## src/rtl/clk_div_pkg.sv

```systemverilog
// Shared types and constants for the runtime-programmable clock divider.
package clk_div_pkg;

  localparam int unsigned CLK_DIV_WIDTH = 8;
  localparam int unsigned DIV_MIN       = 2;

  typedef logic [CLK_DIV_WIDTH-1:0] div_t;

  typedef enum logic {
    IDLE = 1'b0,
    RUN  = 1'b1
  } phase_state_e;

endpackage

```

## src/rtl/clk_div_phase_ctr.sv

```systemverilog
// Phase counter: wraps at div-1, idles on !enable, and swaps in a pending divisor
// only on a period boundary or while idle so no period is ever cut or stretched.
module clk_div_phase_ctr
  import clk_div_pkg::*;
#(
  parameter int unsigned WIDTH       = CLK_DIV_WIDTH,
  parameter int unsigned DEFAULT_DIV = 3
) (
  input  logic             clock_in,
  input  logic             reset,
  input  logic             enable_i,
  input  logic             load_i,
  input  logic [WIDTH-1:0] load_div_i,
  output phase_state_e     state_d_o,
  output logic [WIDTH-1:0] phase_d_o,
  output logic [WIDTH-1:0] div_d_o,
  output logic [WIDTH-1:0] div_q_o
);

  localparam logic [WIDTH-1:0] ONE     = WIDTH'(1);
  localparam logic [WIDTH-1:0] DEF_DIV = WIDTH'(DEFAULT_DIV);

  phase_state_e     state_q, state_d;
  logic [WIDTH-1:0] phase_q, phase_d;
  logic [WIDTH-1:0] div_q, div_d;
  logic [WIDTH-1:0] pend_q, pend_d;
  logic             pend_valid_q, pend_valid_d;

  logic             boundary;
  logic             eff_valid;
  logic [WIDTH-1:0] eff_div;
  logic             apply;

  always_ff @(posedge clock_in) begin
    if (reset) begin
      state_q      <= IDLE;
      phase_q      <= '0;
      div_q        <= DEF_DIV;
      pend_q       <= '0;
      pend_valid_q <= 1'b0;
    end else begin
      state_q      <= state_d;
      phase_q      <= phase_d;
      div_q        <= div_d;
      pend_q       <= pend_d;
      pend_valid_q <= pend_valid_d;
    end
  end

  always_comb begin
    state_d      = state_q;
    phase_d      = phase_q;
    div_d        = div_q;
    pend_d       = pend_q;
    pend_valid_d = pend_valid_q;

    boundary  = (phase_q == (div_q - ONE));
    // A load arriving in the boundary cycle itself takes effect at that boundary.
    eff_valid = load_i | pend_valid_q;
    eff_div   = load_i ? load_div_i : pend_q;
    apply     = eff_valid && ((state_q == IDLE) || (enable_i && boundary));

    if (load_i) begin
      pend_d       = load_div_i;
      pend_valid_d = 1'b1;
    end
    if (apply) begin
      div_d        = eff_div;
      pend_valid_d = 1'b0;
    end

    if (!enable_i) begin
      state_d = IDLE;
      phase_d = '0;
    end else if ((state_q == IDLE) || boundary) begin
      state_d = RUN;
      phase_d = '0;
    end else begin
      phase_d = phase_q + ONE;
    end
  end

  assign state_d_o = state_d;
  assign phase_d_o = phase_d;
  assign div_d_o   = div_d;
  assign div_q_o   = div_q;

endmodule

```

## src/rtl/clk_div_n.sv

```systemverilog
// Runtime-programmable integer clock divider with end-of-period tick strobe.
// Define CLK_DIV_ODD_DUTY50_EN for exact 50% duty on odd divisors (adds a negedge flop).
module clk_div_n
  import clk_div_pkg::*;
#(
  parameter int unsigned WIDTH       = CLK_DIV_WIDTH,
  parameter int unsigned DEFAULT_DIV = 3
) (
  input  logic             clock_in,
  input  logic             reset,
  input  logic             enable,
  input  logic [WIDTH-1:0] div_in,
  input  logic             div_load,
  output logic             clock_out,
  output logic             tick,
  output logic [WIDTH-1:0] div_active,
  output logic             div_err
);

  localparam logic [WIDTH-1:0] ONE       = WIDTH'(1);
  localparam logic [WIDTH-1:0] DIV_MIN_W = WIDTH'(DIV_MIN);

  logic load_bad;
  logic load_ok;

  assign load_bad = div_load && (div_in < DIV_MIN_W);
  assign load_ok  = div_load && !load_bad;

  phase_state_e     state_d;
  logic [WIDTH-1:0] phase_d;
  logic [WIDTH-1:0] div_d;
  logic [WIDTH-1:0] div_q;

  clk_div_phase_ctr #(
    .WIDTH       (WIDTH),
    .DEFAULT_DIV (DEFAULT_DIV)
  ) u_phase_ctr (
    .clock_in   (clock_in),
    .reset      (reset),
    .enable_i   (enable),
    .load_i     (load_ok),
    .load_div_i (div_in),
    .state_d_o  (state_d),
    .phase_d_o  (phase_d),
    .div_d_o    (div_d),
    .div_q_o    (div_q)
  );

  // Outputs decode the next phase so they are registered alongside it.
  logic [WIDTH-1:0] high_thr;
`ifdef CLK_DIV_ODD_DUTY50_EN
  assign high_thr = div_d >> 1;
`else
  assign high_thr = (div_d >> 1) + {{(WIDTH-1){1'b0}}, div_d[0]};
`endif

  logic pos_d, pos_q;
  logic tick_d, tick_q;
  logic err_q;
  logic run_d, run_q;

  assign run_d  = (state_d == RUN);
  assign pos_d  = run_d && (phase_d < high_thr);
  assign tick_d = run_d && (phase_d == (div_d - ONE));

  always_ff @(posedge clock_in) begin
    if (reset) begin
      pos_q  <= 1'b0;
      tick_q <= 1'b0;
      err_q  <= 1'b0;
      run_q  <= 1'b0;
    end else begin
      pos_q  <= pos_d;
      tick_q <= tick_d;
      err_q  <= load_bad;
      run_q  <= run_d;
    end
  end

`ifdef CLK_DIV_ODD_DUTY50_EN
  logic neg_q;

  // Half-cycle extension of the high phase; only meaningful for odd divisors.
  always_ff @(negedge clock_in) begin
    if (reset) begin
      neg_q <= 1'b0;
    end else begin
      neg_q <= pos_q & div_q[0];
    end
  end

  assign clock_out = pos_q | (neg_q & run_q);
`else
  logic unused_run;
  assign unused_run = run_q;
  assign clock_out  = pos_q;
`endif

  assign tick       = tick_q;
  assign div_active = div_q;
  assign div_err    = err_q;

endmodule
```

## config.mk

```make
export PLATFORM = sky130hd
export DESIGN_NAME = clk_div_n
export DESIGN_NICKNAME = d
export VERILOG_FILES = /design/src/rtl/clk_div_pkg.sv /design/src/rtl/clk_div_phase_ctr.sv /design/src/rtl/clk_div_n.sv
export SDC_FILE = /design/constraint.sdc
export NUM_CORES = 1
export LEC_CHECK = 0
export BUFFER_PORTS_ARGS = -buffer_cell sky130_fd_sc_hd__buf_2
export CAP_MARGIN = 10
export CORE_MARGIN = 2
export CORE_UTILIZATION = 40
export CTS_BUF_LIST = sky130_fd_sc_hd__clkbuf_4
export CTS_CLUSTER_DIAMETER = 100
export DETAILED_ROUTE_END_ITERATION = 16
export PLACE_DENSITY = 0.65
export SLEW_MARGIN = 20
export SYNTH_ARGS = -nofsm -noshare
export SYNTH_HDL_FRONTEND = slang
export SYNTH_HIERARCHICAL = 1
export SYNTH_SLANG_ARGS = --single-unit
```

## constraint.sdc

```tcl
create_clock -name clock_in -period 6.1 [get_ports clock_in]
set_input_delay 1.22 -clock clock_in [delete_from_list [all_inputs] [get_ports clock_in]]
set_output_delay 1.22 -clock clock_in [all_outputs]
set_load 0.01 [all_outputs]
```

==> results of run 1 <==
-- synth_stat cells, types with 2 or more instances --
master	number
dfxtp_1	29
buf_6	6
nand4_1	2
nor4_1	4
nor4b_1	2
o21bai_1	2
nor2_1	31
ha_1	12
nand3b_1	2
nor3_1	8
nor3b_1	6
nand2_1	15
o21ai_1	2
xnor2_1	20
nor4_4	2
nand3_1	8
a211oi_1	4
o211ai_1	2
o21ai_0	4
a41oi_1	2
a21oi_1	5
mux2_2	6
buf_2	3
inv_1	12
clkbuf_1	5
nand2b_1	8
xor2_1	9
and4b_1	2
and3_1	4
nor2b_1	2
mux2i_1	18
-- flip-flops by register name, indices dropped and copies added (netlist names) --
name                      flops
clock_out                     1
div_err                       1
tick                          1
u_phase_ctr/div_q_o           8
u_phase_ctr/pend_q            8
u_phase_ctr/pend_valid_q      1
u_phase_ctr/phase_q           8
u_phase_ctr/state_q           1
-- layout by cell type, fill, tap and decap left out, drive strengths merged, types with 2 or more instances in the layout --
cell and instances:
nand4 2, nor3 9, and4b 2, dfxtp 29, nand3b 2, nor4b 2, nor2 31, mux2 6
ha 12, o21bai 2, xor2 9, a21oi 5, nand2 15, o21ai 7, a41oi 3, nor3b 6
buf 25, mux2i 18, o211ai 2, inv 12, a211oi 5, and3 4, xnor2 20, nand2b 8
nor2b 2, nor4 7, nand3 8, clkbuf 5
-- how the worst max path moves through the flow --
stage	startpoint	endpoint	slack, ps
CTS	div_in[6]	clock_out	1260
global route	div_in[6]	clock_out	880
detailed placement	div_in[6]	clock_out	920
finish	div_in[6]	clock_out	1230
global placement	div_in[7]	clock_out	1040
floorplan	div_in[6]	clock_out	1340
-- logic make-up after synthesis --
| group | count (synthesis) | synth area share (%) |
|---|---|---|
| buf+inv | 27 | 7.002 |
| flops | 29 | 26.85 |
| mux | 24 | 11.46 |
| compound gates | 29 | 10.42 |
| simple gates | 100 | 25.58 |
| xor+xnor | 29 | 11.75 |
| fa+ha+maj | 12 | 6.944 |
-- per-layer routing --
layer  vias up  track usage, %  part of all wire (%)
met4         0           7.500                   1.8
met3         8           3.023                   3.3
met5         -               0                     0
met1       813           22.62                    50
li1        903               -                     -
met2        26           26.35                    45
-- power groups by stage --
stage | Clock [mW] | Sequential [mW] | Combinational, mW
detailed placement | 0 | 0.213 | 0.147
global route | 0.170 | 0.210 | 0.165
finish | 0.159 | 0.209 | 0.148
floorplan | 0 | 0.212 | 0.124
CTS | 0.162 | 0.209 | 0.148
global placement | 0 | 0.213 | 0.146
-- area by class of cell --
| cell class | count | area, um^2 | area share (%) |
|---|---|---|---|
| well taps | 70 | 87.58 | 3.719 |
| flip-flops and latches | 29 | 580.6 | 24.65 |
| clock inverters | 3 | 41.29 | 1.753 |
| clock buffers | 5 | 37.54 | 1.594 |
| repair buffers | 25 | 132.6 | 5.632 |
| inverters | 12 | 45.04 | 1.913 |
| multi-input cells | 194 | 1430 | 60.73 |
-- stage by stage --
step / cell area [um^2] / total power, mW / hold slack, ps
finish: 2355 / 0.5162 / 530.2
global route: 2355 / 0.5449 / 590.0
CTS: 2355 / 0.5190 / 538.1
detailed placement: 2276 / 0.3598 / 512.8
global placement: 2276 / 0.3595 / 506.4
floorplan: 2162 / 0.3360 / 467.7
-- worst register-to-register path: cells and delay by family (launching register included) --
family / cells / cell delay, ps
muxes: 1 / 590
and+or+nand+nor: 3 / 420
buffers and inverters: 1 / 120
adders and majority gates: 4 / 1170
xor gates and xnor gates: 2 / 340
DFF: 1 / 500
AOI/OAI and AO/OA: 6 / 1130
==> impl_metrics.yaml, run 1 <==
clock_network:
  clkSlewWorstSetupHoldPaths_ps: 110
  post_cts_buffers: 0
  clk_root_buffer_cell: "clkbuf_4"
  cts_tree: "built"
  ctsHoldBuffers: 0
  cts_made_buffers: 5
  cts_resized: 0
  cts_max_level: 2
  cts_buffer_depth: 2
  clk_latency_ps: 350
  clock-sinks: 29
die:
  io_pins: 23
  coreArea_mm2: 0.005172
  initial_core_util_pct: 41.80
  die_x_um: 77.52
  row_count: 26
  die_area_mm2: 0.006009
  fp.dieH_um: 77.52
critical_path:
  setup.worst_path.class: "in2reg"
  crit_family: "simple AND/OR/NAND/NOR gates"
  cp.buffers_inverters: 1
  slowest_stage: "mux2i_1"
  worstReg2RegEnd: "clock_out"
  cp-start-kind: "input pin"
  cp-end-kind: "flop"
  cp_num_cells: 17
  ff2ff_setup_slack_ps: 1740
  critical_path_arrival_ps: 5120
  cpPeakStageDelay_ps: 590
  cp_common_cell: "ha_1"
  reg2reg_from: "u_phase_ctr/div_q_o[0]"
  reg2reg_depth: 17
  crit_required_ps: 6350
  path_max_fanout: 9
  cp_cell_sequence: "buf_2, nor4_1, nand2_1, and2_1, nor2_1, nor2_1, a41oi_4, mux2i_1, ha_1, ha_1, nand3_1, xor2_1, ha_1, a21o_1, a21oi_1, o21ai_0, a311oi_1"
hold_path:
  worstHoldPathCells: 2
  hold_end: "u_phase_ctr/pend_q[0]"
  worstHoldStart: "u_phase_ctr/pend_q[0]"
  hp-class: "reg2reg"
pwr:
  clockPowerShare_pct: 30.9
  pwr-share-comb_pct: 28.7
  p_per_area_mw_per_mm2: 219.2
  ir_drop_mv: 0.1209
  p_sw_share_pct: 33.01
  power.internal_uw: 345.8
  power_switching_uw: 170.4
  seqPwrFrac_pct: 40.4
  leakage_nw: 0.9855
timing:
  period_minus_slack_ps: 4871
  rsz0062_at_grt: "false"
  maxSlewViolCount: 0
  fin_crit_sh_pct: 79.85
  slew_headroom_pct: 46.19
  final-setup-viol-count: 0
  finalSetupTns_ps: 0
  finalClockSkew_ps: 15.23
  tightest_slew_ps: 805.5
  hold_viol: 0
  max_freq_mhz: 205.3
  setup_slack_ps: 1229
synthesis:
  synth_edf_count: 0
  synthTopCellsByArea: "dfxtp_1 (27%), mux2i_1 (8.3%), xnor2_1 (8.1%), ha_1 (6.9%), nor2_1 (5.4%)"
  synth_cells: 250
  avgSynthCellArea_um2: 8.648
  synth_ff_type: "dfxtp_1"
  synth-seq-cells: 29
  seq_area_frac_synth_pct: 26.85
  synthArstFlopShare_pct: 0
  syn_area_mm2: 0.002162
  yosys.cell_types.count: 44
  synth_top_area_share_pct: 26.85
  synth_nets: 274
  yosys_warnings: 6
  synth_top_cell_by_area: "dfxtp_1"
outcome:
  status: "finished clean"
detailed_routing:
  dr.pass1.iters: 4
  vias: 1750
  totalWireLength_um: 4692
  ant_nets: 0
  drc: 0
  viasPerCell: 5.178
  dr.first_iter.drc_count: 103
  routedWlPerCell_um: 13.88
flow_run:
  drv_cap: 0
global_route:
  grt_overflow: 0
  track_usage_pct: 16.85
  grt_antenna_before_repair: 0
  grt_pass1_wl_um: 7948
  grt_pass1_vias: 1692
  grt_max_degree: 24
placement:
  place.gp.congestion: 0.8555
  dp_cells: 330
  dp_slack_ps: 918.0
  io_buffers: 22
  dpl.hpwl_um: 3714
cells_and_area:
  fin_cells: 338
  nets: 291
  drive_above_1_share_pct: 17.16
  syn2layout_area_growth_pct: 8.912
  fillers: 522
  postLayoutCoreUtil_pct: 45.52
  n_antenna_cell: 0
Note: power is estimated with default switching activity, not from simulation.
==> run 2: changes to the inputs <==
==> constraint.sdc (replaced) <==
create_clock -name clock_in -period 4.7 [get_ports clock_in]
set_input_delay 0.94 -clock clock_in [delete_from_list [all_inputs] [get_ports clock_in]]
set_output_delay 0.94 -clock clock_in [all_outputs]
set_load 0.01 [all_outputs]
==> run 2 against run 1 <==
Clock power down 4%. Sequential power is 30% higher. Sequential share of layout area down 0.22 points. Die area stayed put. First-iteration DRC count is 22% lower. Final cell count grew 1.8%. Clock skew fell by 6.4 ps. Non-clock buffer count up 6. Critical path depth stayed put. Combinational power rose by 36%. Cell area rose by 0.90%. Setup slack got worse by 510 ps.
==> impl_metrics.yaml, run 2 (synthesis gave the netlist of run 1 again) <==
detailed_routing:
  dr.first_iter.drc_count: 80
  totalWireLength_um: 4702
  vias: 1775
  drc: 0
  routedWlPerCell_um: 13.67
  dr.pass1.iters: 4
  viasPerCell: 5.160
  ant_nets: 0
die:
  coreArea_mm2: 0.005172
  die_x_um: 77.52
  initial_core_util_pct: 41.80
  row_count: 26
  fp.dieH_um: 77.52
  die_area_mm2: 0.006009
  io_pins: 23
clock_network:
  clk_root_buffer_cell: "clkbuf_4"
  cts_made_buffers: 5
  post_cts_buffers: 0
  clock-sinks: 29
  cts_tree: "built"
  cts_buffer_depth: 2
  ctsHoldBuffers: 0
  cts_resized: 0
  cts_max_level: 2
  clk_latency_ps: 330
  clkSlewWorstSetupHoldPaths_ps: 90
global_route:
  grt_overflow: 0
  track_usage_pct: 16.76
  grt_max_degree: 24
  grt_pass1_vias: 1743
  grt_antenna_before_repair: 0
  grt_pass1_wl_um: 8107
cells_and_area:
  fin_cells: 344
  nets: 297
  regArea_um2: 580.6
  drive_above_1_share_pct: 19.34
  n_antenna_cell: 0
  final_common_cell: "nor2_1"
  multi_input_area_mm2: 0.001430
  final_cell_mix: "nor2_1 (31), dfxtp_1 (29), buf_2 (22)"
  syn2layout_area_growth_pct: 9.896
  fillers: 515
pwr:
  pwr-share-comb_pct: 32.2
  ir_drop_mv: 0.1966
  total_power_uw: 625.4
  power_switching_uw: 216.5
  leakage_nw: 1.012
  seqPwrFrac_pct: 43.3
  p_per_area_mw_per_mm2: 263.2
  power.internal_uw: 408.9
  clockPowerShare_pct: 24.5
  p_sw_share_pct: 34.61
placement:
  dp_slack_ps: 375.2
  dp_cells: 336
  place.gp.congestion: 0.8963
  dpl.hpwl_um: 3790
  io_buffers: 22
timing:
  setup_slack_ps: 715.2
  hold_viol: 0
  max_freq_mhz: 251.0
  finalSetupTns_ps: 0
  rsz0062_at_grt: "false"
  maxSlewViolCount: 0
  final-setup-viol-count: 0
  fin_crit_sh_pct: 84.78
  tightest_slew_ps: 870.6
  slew_headroom_pct: 41.83
  period_minus_slack_ps: 3985
  whs_ps: 540.2
  finalClockSkew_ps: 8.878
critical_path:
  critical_path_arrival_ps: 4230
  cpPeakStageDelay_ps: 320
  slowest_stage: "a41oi_4"
  crit_family: "compound AO/OA/AOI/OAI gates"
  cp-start-kind: "input pin"
  cp.buffers_inverters: 2
  setup.worst_path.class: "in2reg"
  cp-end-kind: "flop"
  cp_cell_sequence: "buf_2, nor4_1, nand2_1, and2_1, nor2_1, nor2_1, a41oi_4, buf_4, mux2i_1, ha_1, nand3_1, xor2_1, ha_1, a21o_1, a21oi_1, o21ai_0, a311oi_1"
  path_max_fanout: 12
  crit_required_ps: 4950
outcome:
  status: "finished clean"
hold_path:
  hp-class: "reg2reg"
flow_run:
  drv_cap: 0
run 2: cell count changes in the layout (fill, tap and decap cells not counted):
cell	change
clkinvlp_4	-1
bufinv_16	-1
clkinv_2	+2
clkinv_1	-1
buf_4	+6
clkbuf_4	+1
run 2: worst min-delay path, cell delays in order, from the launching register on:
cell and delay (ps):
dfxtp_1 320, mux2i_1 100, nor2_1 100
run 2: final timing paths:
path                            to  slack (ps)  cells after the start              startpoint
max                      clock_out         720                     17               div_in[6]
min          u_phase_ctr/pend_q[0]         540                      2   u_phase_ctr/pend_q[0]
max reg2reg              clock_out         780                     17  u_phase_ctr/div_q_o[0]
min reg2reg  u_phase_ctr/pend_q[0]         540                      2   u_phase_ctr/pend_q[0]
run 2: metrics by stage:
stage	util (%)	cell area [um^2]
5_1_grt	45.94	2376
2_1_floorplan	-	2162
3_3_place_gp	44.87	2321
4_1_cts	45.94	2376
6_report	45.94	2376
3_5_place_dp	44.87	2321
run 2: metal layers:
metal  vias to the layer above  wire, um  GRT usage, %
met5                         -         0             0
met4                         0        82         5.179
met3                         9       203         3.256
met2                        32      2090         27.30
met1                       820      2324         22.35
li1                        914         -             -
run 2: layout make-up:
type	instances	share of cell area, %
multi-input cells	194	60.19
flip-flops and latches	29	24.43
clock inverters	2	0.4213
inverters	12	1.896
clock buffers	6	1.896
well taps	70	3.686
repair buffers	31	7.478
run 2: power groups by stage:
stage / clock, mW / combinational, mW / sequential (mW)
floorplan: 0 / 0.161 / 0.275
global placement: 0 / 0.200 / 0.276
detailed placement: 0 / 0.201 / 0.276
CTS: 0.158 / 0.203 / 0.271
global route: 0.174 / 0.223 / 0.273
finish: 0.153 / 0.202 / 0.271
==> run 3: changes to the inputs <==
--- a/config.mk
+++ b/config.mk
@@ -5,6 +5,7 @@
 export SDC_FILE = /design/constraint.sdc
 export NUM_CORES = 1
 export LEC_CHECK = 0
+export ABC_AREA = 1
 export BUFFER_PORTS_ARGS = -buffer_cell sky130_fd_sc_hd__buf_2
 export CAP_MARGIN = 10
 export CORE_MARGIN = 2
@@ -12,7 +13,7 @@
 export CTS_BUF_LIST = sky130_fd_sc_hd__clkbuf_4
 export CTS_CLUSTER_DIAMETER = 100
 export DETAILED_ROUTE_END_ITERATION = 16
-export PLACE_DENSITY = 0.65
+export PLACE_DENSITY = 0.67
 export SLEW_MARGIN = 20
 export SYNTH_ARGS = -nofsm -noshare
 export SYNTH_HDL_FRONTEND = slang
==> constraint.sdc (replaced) <==
create_clock -name clock_in -period 3.65 [get_ports clock_in]
set_input_delay 0.73 -clock clock_in [delete_from_list [all_inputs] [get_ports clock_in]]
set_output_delay 0.73 -clock clock_in [all_outputs]
set_load 0.01 [all_outputs]
==> run 3 against run 2 <==
Count of clock-buffer cells in the layout did not move. Combinational power is 55% higher. Total power grew 47%. Clock power up 70%. Area after synthesis down 1.3%. Global-route usage increased by 0.69 points. Final cell count is 26% higher. Register-to-register slack got worse by 410 ps. Sequential cell count unchanged. Non-clock buffer count up 1. Worst hold slack worse by 55 ps.
==> impl_metrics.yaml, run 3 <==
detailed_routing:
  dr.first_iter.drc_count: 77
  ant_nets: 0
  viasPerCell: 4.691
  routedWlPerCell_um: 10.77
  dr.pass1.iters: 4
  totalWireLength_um: 4665
  drc: 0
  vias: 2031
synthesis:
  synthArstFlopShare_pct: 0
  yosys_warnings: 6
  yosys-top-cells-count: "nand2_1 (91), inv_1 (44), nor2_1 (43)"
  yosysMostFrequentCell: "nand2_1"
  syn_area_mm2: 0.002135
  synth_cells: 331
  avgSynthCellArea_um2: 6.449
  synth_nets: 355
  synth_top_area_share_pct: 27.20
  seq_area_frac_synth_pct: 27.20
  synth-seq-cells: 29
  synth_ff_type: "dfxtp_1"
  synthTopCellsByArea: "dfxtp_1 (27%), nand2_1 (16%), inv_1 (7.7%), nor2_1 (7.6%), ha_1 (7.0%)"
  synth_edf_count: 0
  synth_top_cell_by_area: "dfxtp_1"
  yosys.cell_types.count: 29
global_route:
  grt_max_degree: 28
  grt_pass1_vias: 1916
  grt_pass1_wl_um: 8549
  grt_antenna_before_repair: 0
  track_usage_pct: 17.45
  grt_overflow: 0
timing:
  hold_viol: 0
  final-setup-viol-count: 0
  fin_crit_sh_pct: 90.25
  period_minus_slack_ps: 3294
  finalSetupTns_ps: 0
  tightest_slew_ps: 548.9
  finalClockSkew_ps: 9.703
  maxSlewViolCount: 0
  max_freq_mhz: 303.6
  slew_headroom_pct: 63.27
hold_path:
  hp-class: "reg2reg"
  worstHoldPathCells: 2
  worstHoldStart: "u_phase_ctr/pend_valid_q"
pwr:
  power.internal_uw: 602.5
  p_per_area_mw_per_mm2: 373.7
  ir_drop_mv: 0.4044
  power_switching_uw: 319.5
  leakage_nw: 1.259
  pwr-share-comb_pct: 33.9
  p_sw_share_pct: 34.65
  seqPwrFrac_pct: 37.9
  clockPowerShare_pct: 28.2
critical_path:
  cp-end-kind: "flop"
  cp-start-kind: "input pin"
  path_max_fanout: 8
  critical_path_arrival_ps: 3490
  crit_required_ps: 3850
  ff2ff_setup_slack_ps: 370
  startpoint: "div_in[2]"
  setup.worst_path.class: "in2reg"
  reg2reg_from: "u_phase_ctr/div_q_o[1]"
  reg2reg_depth: 25
placement:
  dpl.hpwl_um: 3796
  io_buffers: 22
  place.gp.congestion: 0.8490
  dp_cells: 424
cells_and_area:
  nets: 386
  drive_above_1_share_pct: 20.39
  final_cell_mix: "nand2_1 (91), inv_1 (42), nor2_1 (42)"
  final_common_cell: "nand2_1"
  fin_cells: 433
  n_antenna_cell: 0
  syn2layout_area_growth_pct: 15.59
clock_network:
  cts_buffer_depth: 2
  clock-sinks: 29
  clkSlewWorstSetupHoldPaths_ps: 80
  cts_max_level: 2
  clk_latency_ps: 330
  clk_root_buffer_cell: "clkbuf_4"
  cts_made_buffers: 5
  cts_tree: "built"
  ctsHoldBuffers: 0
die:
  die_area_mm2: 0.005937
  row_count: 26
  io_pins: 23
  die_x_um: 77.05
  initial_core_util_pct: 41.53
  fp.dieH_um: 77.05
  coreArea_mm2: 0.005140
outcome:
  status: "finished clean"
flow_run:
  drv_cap: 0
==> run 3: cell count changes in the layout (fill, tap and decap cells not counted), moves of 12 or more <==
cell,before,now
nand2_1,15,91
inv_1,12,42
mux2i_1,18,6
nand3_1,8,21
==> run 3: worst paths after layout <==
kind / endpoint
worst min-delay path: u_phase_ctr/pend_valid_q
worst min register to register: u_phase_ctr/pend_valid_q
worst max-delay path: clock_out
worst max register to register: clock_out
==> run 3: area by class of cell <==
class                   instances  area (um^2)
fillers                       545         2673
multi-input cells             239         1324
flip-flops and latches         29        585.6
inverters                      55        206.4
repair buffers                 32        185.2
well taps                      70        87.58
clock buffers                   6        45.04
clock inverters                 2        33.78
==> run 3: repair_timing <==
item / CTS / global route
buffers inserted: 0 / 1
endpoints found under the setup margin: 0 / 1
gates resized for setup: 0 / 11
==> run 3: critical path, cell delays in order <==
cell      delay (ps)
buf_2            100
or3_1            370
nor2_1           100
nor2_1           140
nor2_1           160
clkinv_1         170
nand3_4          120
nand2_1           90
nand2_1          100
ha_2             200
ha_1             180
nand3_2          120
nor3_4           210
xnor2_1          100
ha_1             270
nand2_1           60
o21a_1           180
nand3_1           70
nor2_1            40
==> run 3: cells by family (layout without fill, tap and decap cells) <==
group                    after synthesis  after routing  synth area share [%]
AND/OR/NAND/NOR                      196            196                 41.79
buffers and inverters                 63             95                 12.02
flip-flops                            29             29                 27.20
XOR/XNOR                              18             18                 7.386
adder cells (fa/ha/maj)               12             12                 7.034
AO/OA/AOI/OAI                          7              7                 1.758
multiplexers                           6              6                 2.814
==> run 3: through the flow <==
step                worst slack, ps  instance area, um^2  util [%]  power, mW  hold WS, ps
floorplan                     263.7                 2135         -     0.5849        445.1
global placement              109.6                 2350     45.72     0.6550        462.4
detailed placement            26.96                 2350     45.72     0.6599        470.1
CTS                           161.1                 2429     47.25     0.9237        492.6
global route                 -2.107                 2467     48.00     0.9969        545.8
finish                        355.9                 2467     48.00     0.9220        484.9
==> run 3: metal layers <==
| metal | GRT usage (%) | vias to the layer above | part of all wire, % |
|---|---|---|---|
| met5 | 0 | - | 0 |
| met4 | 4.821 | 0 | 1.0 |
| met3 | 2.941 | 5 | 4.8 |
| met2 | 27.28 | 37 | 44 |
| met1 | 24.73 | 895 | 51 |
| li1 | - | 1094 | - |
==> run 3: power groups by stage <==
stage,clock network (mW),registers (mW),logic (mW)
global route,0.281,0.352,0.364
CTS,0.269,0.349,0.306
finish,0.260,0.349,0.313
global placement,0,0.356,0.299
detailed placement,0,0.356,0.303
floorplan,0,0.359,0.226
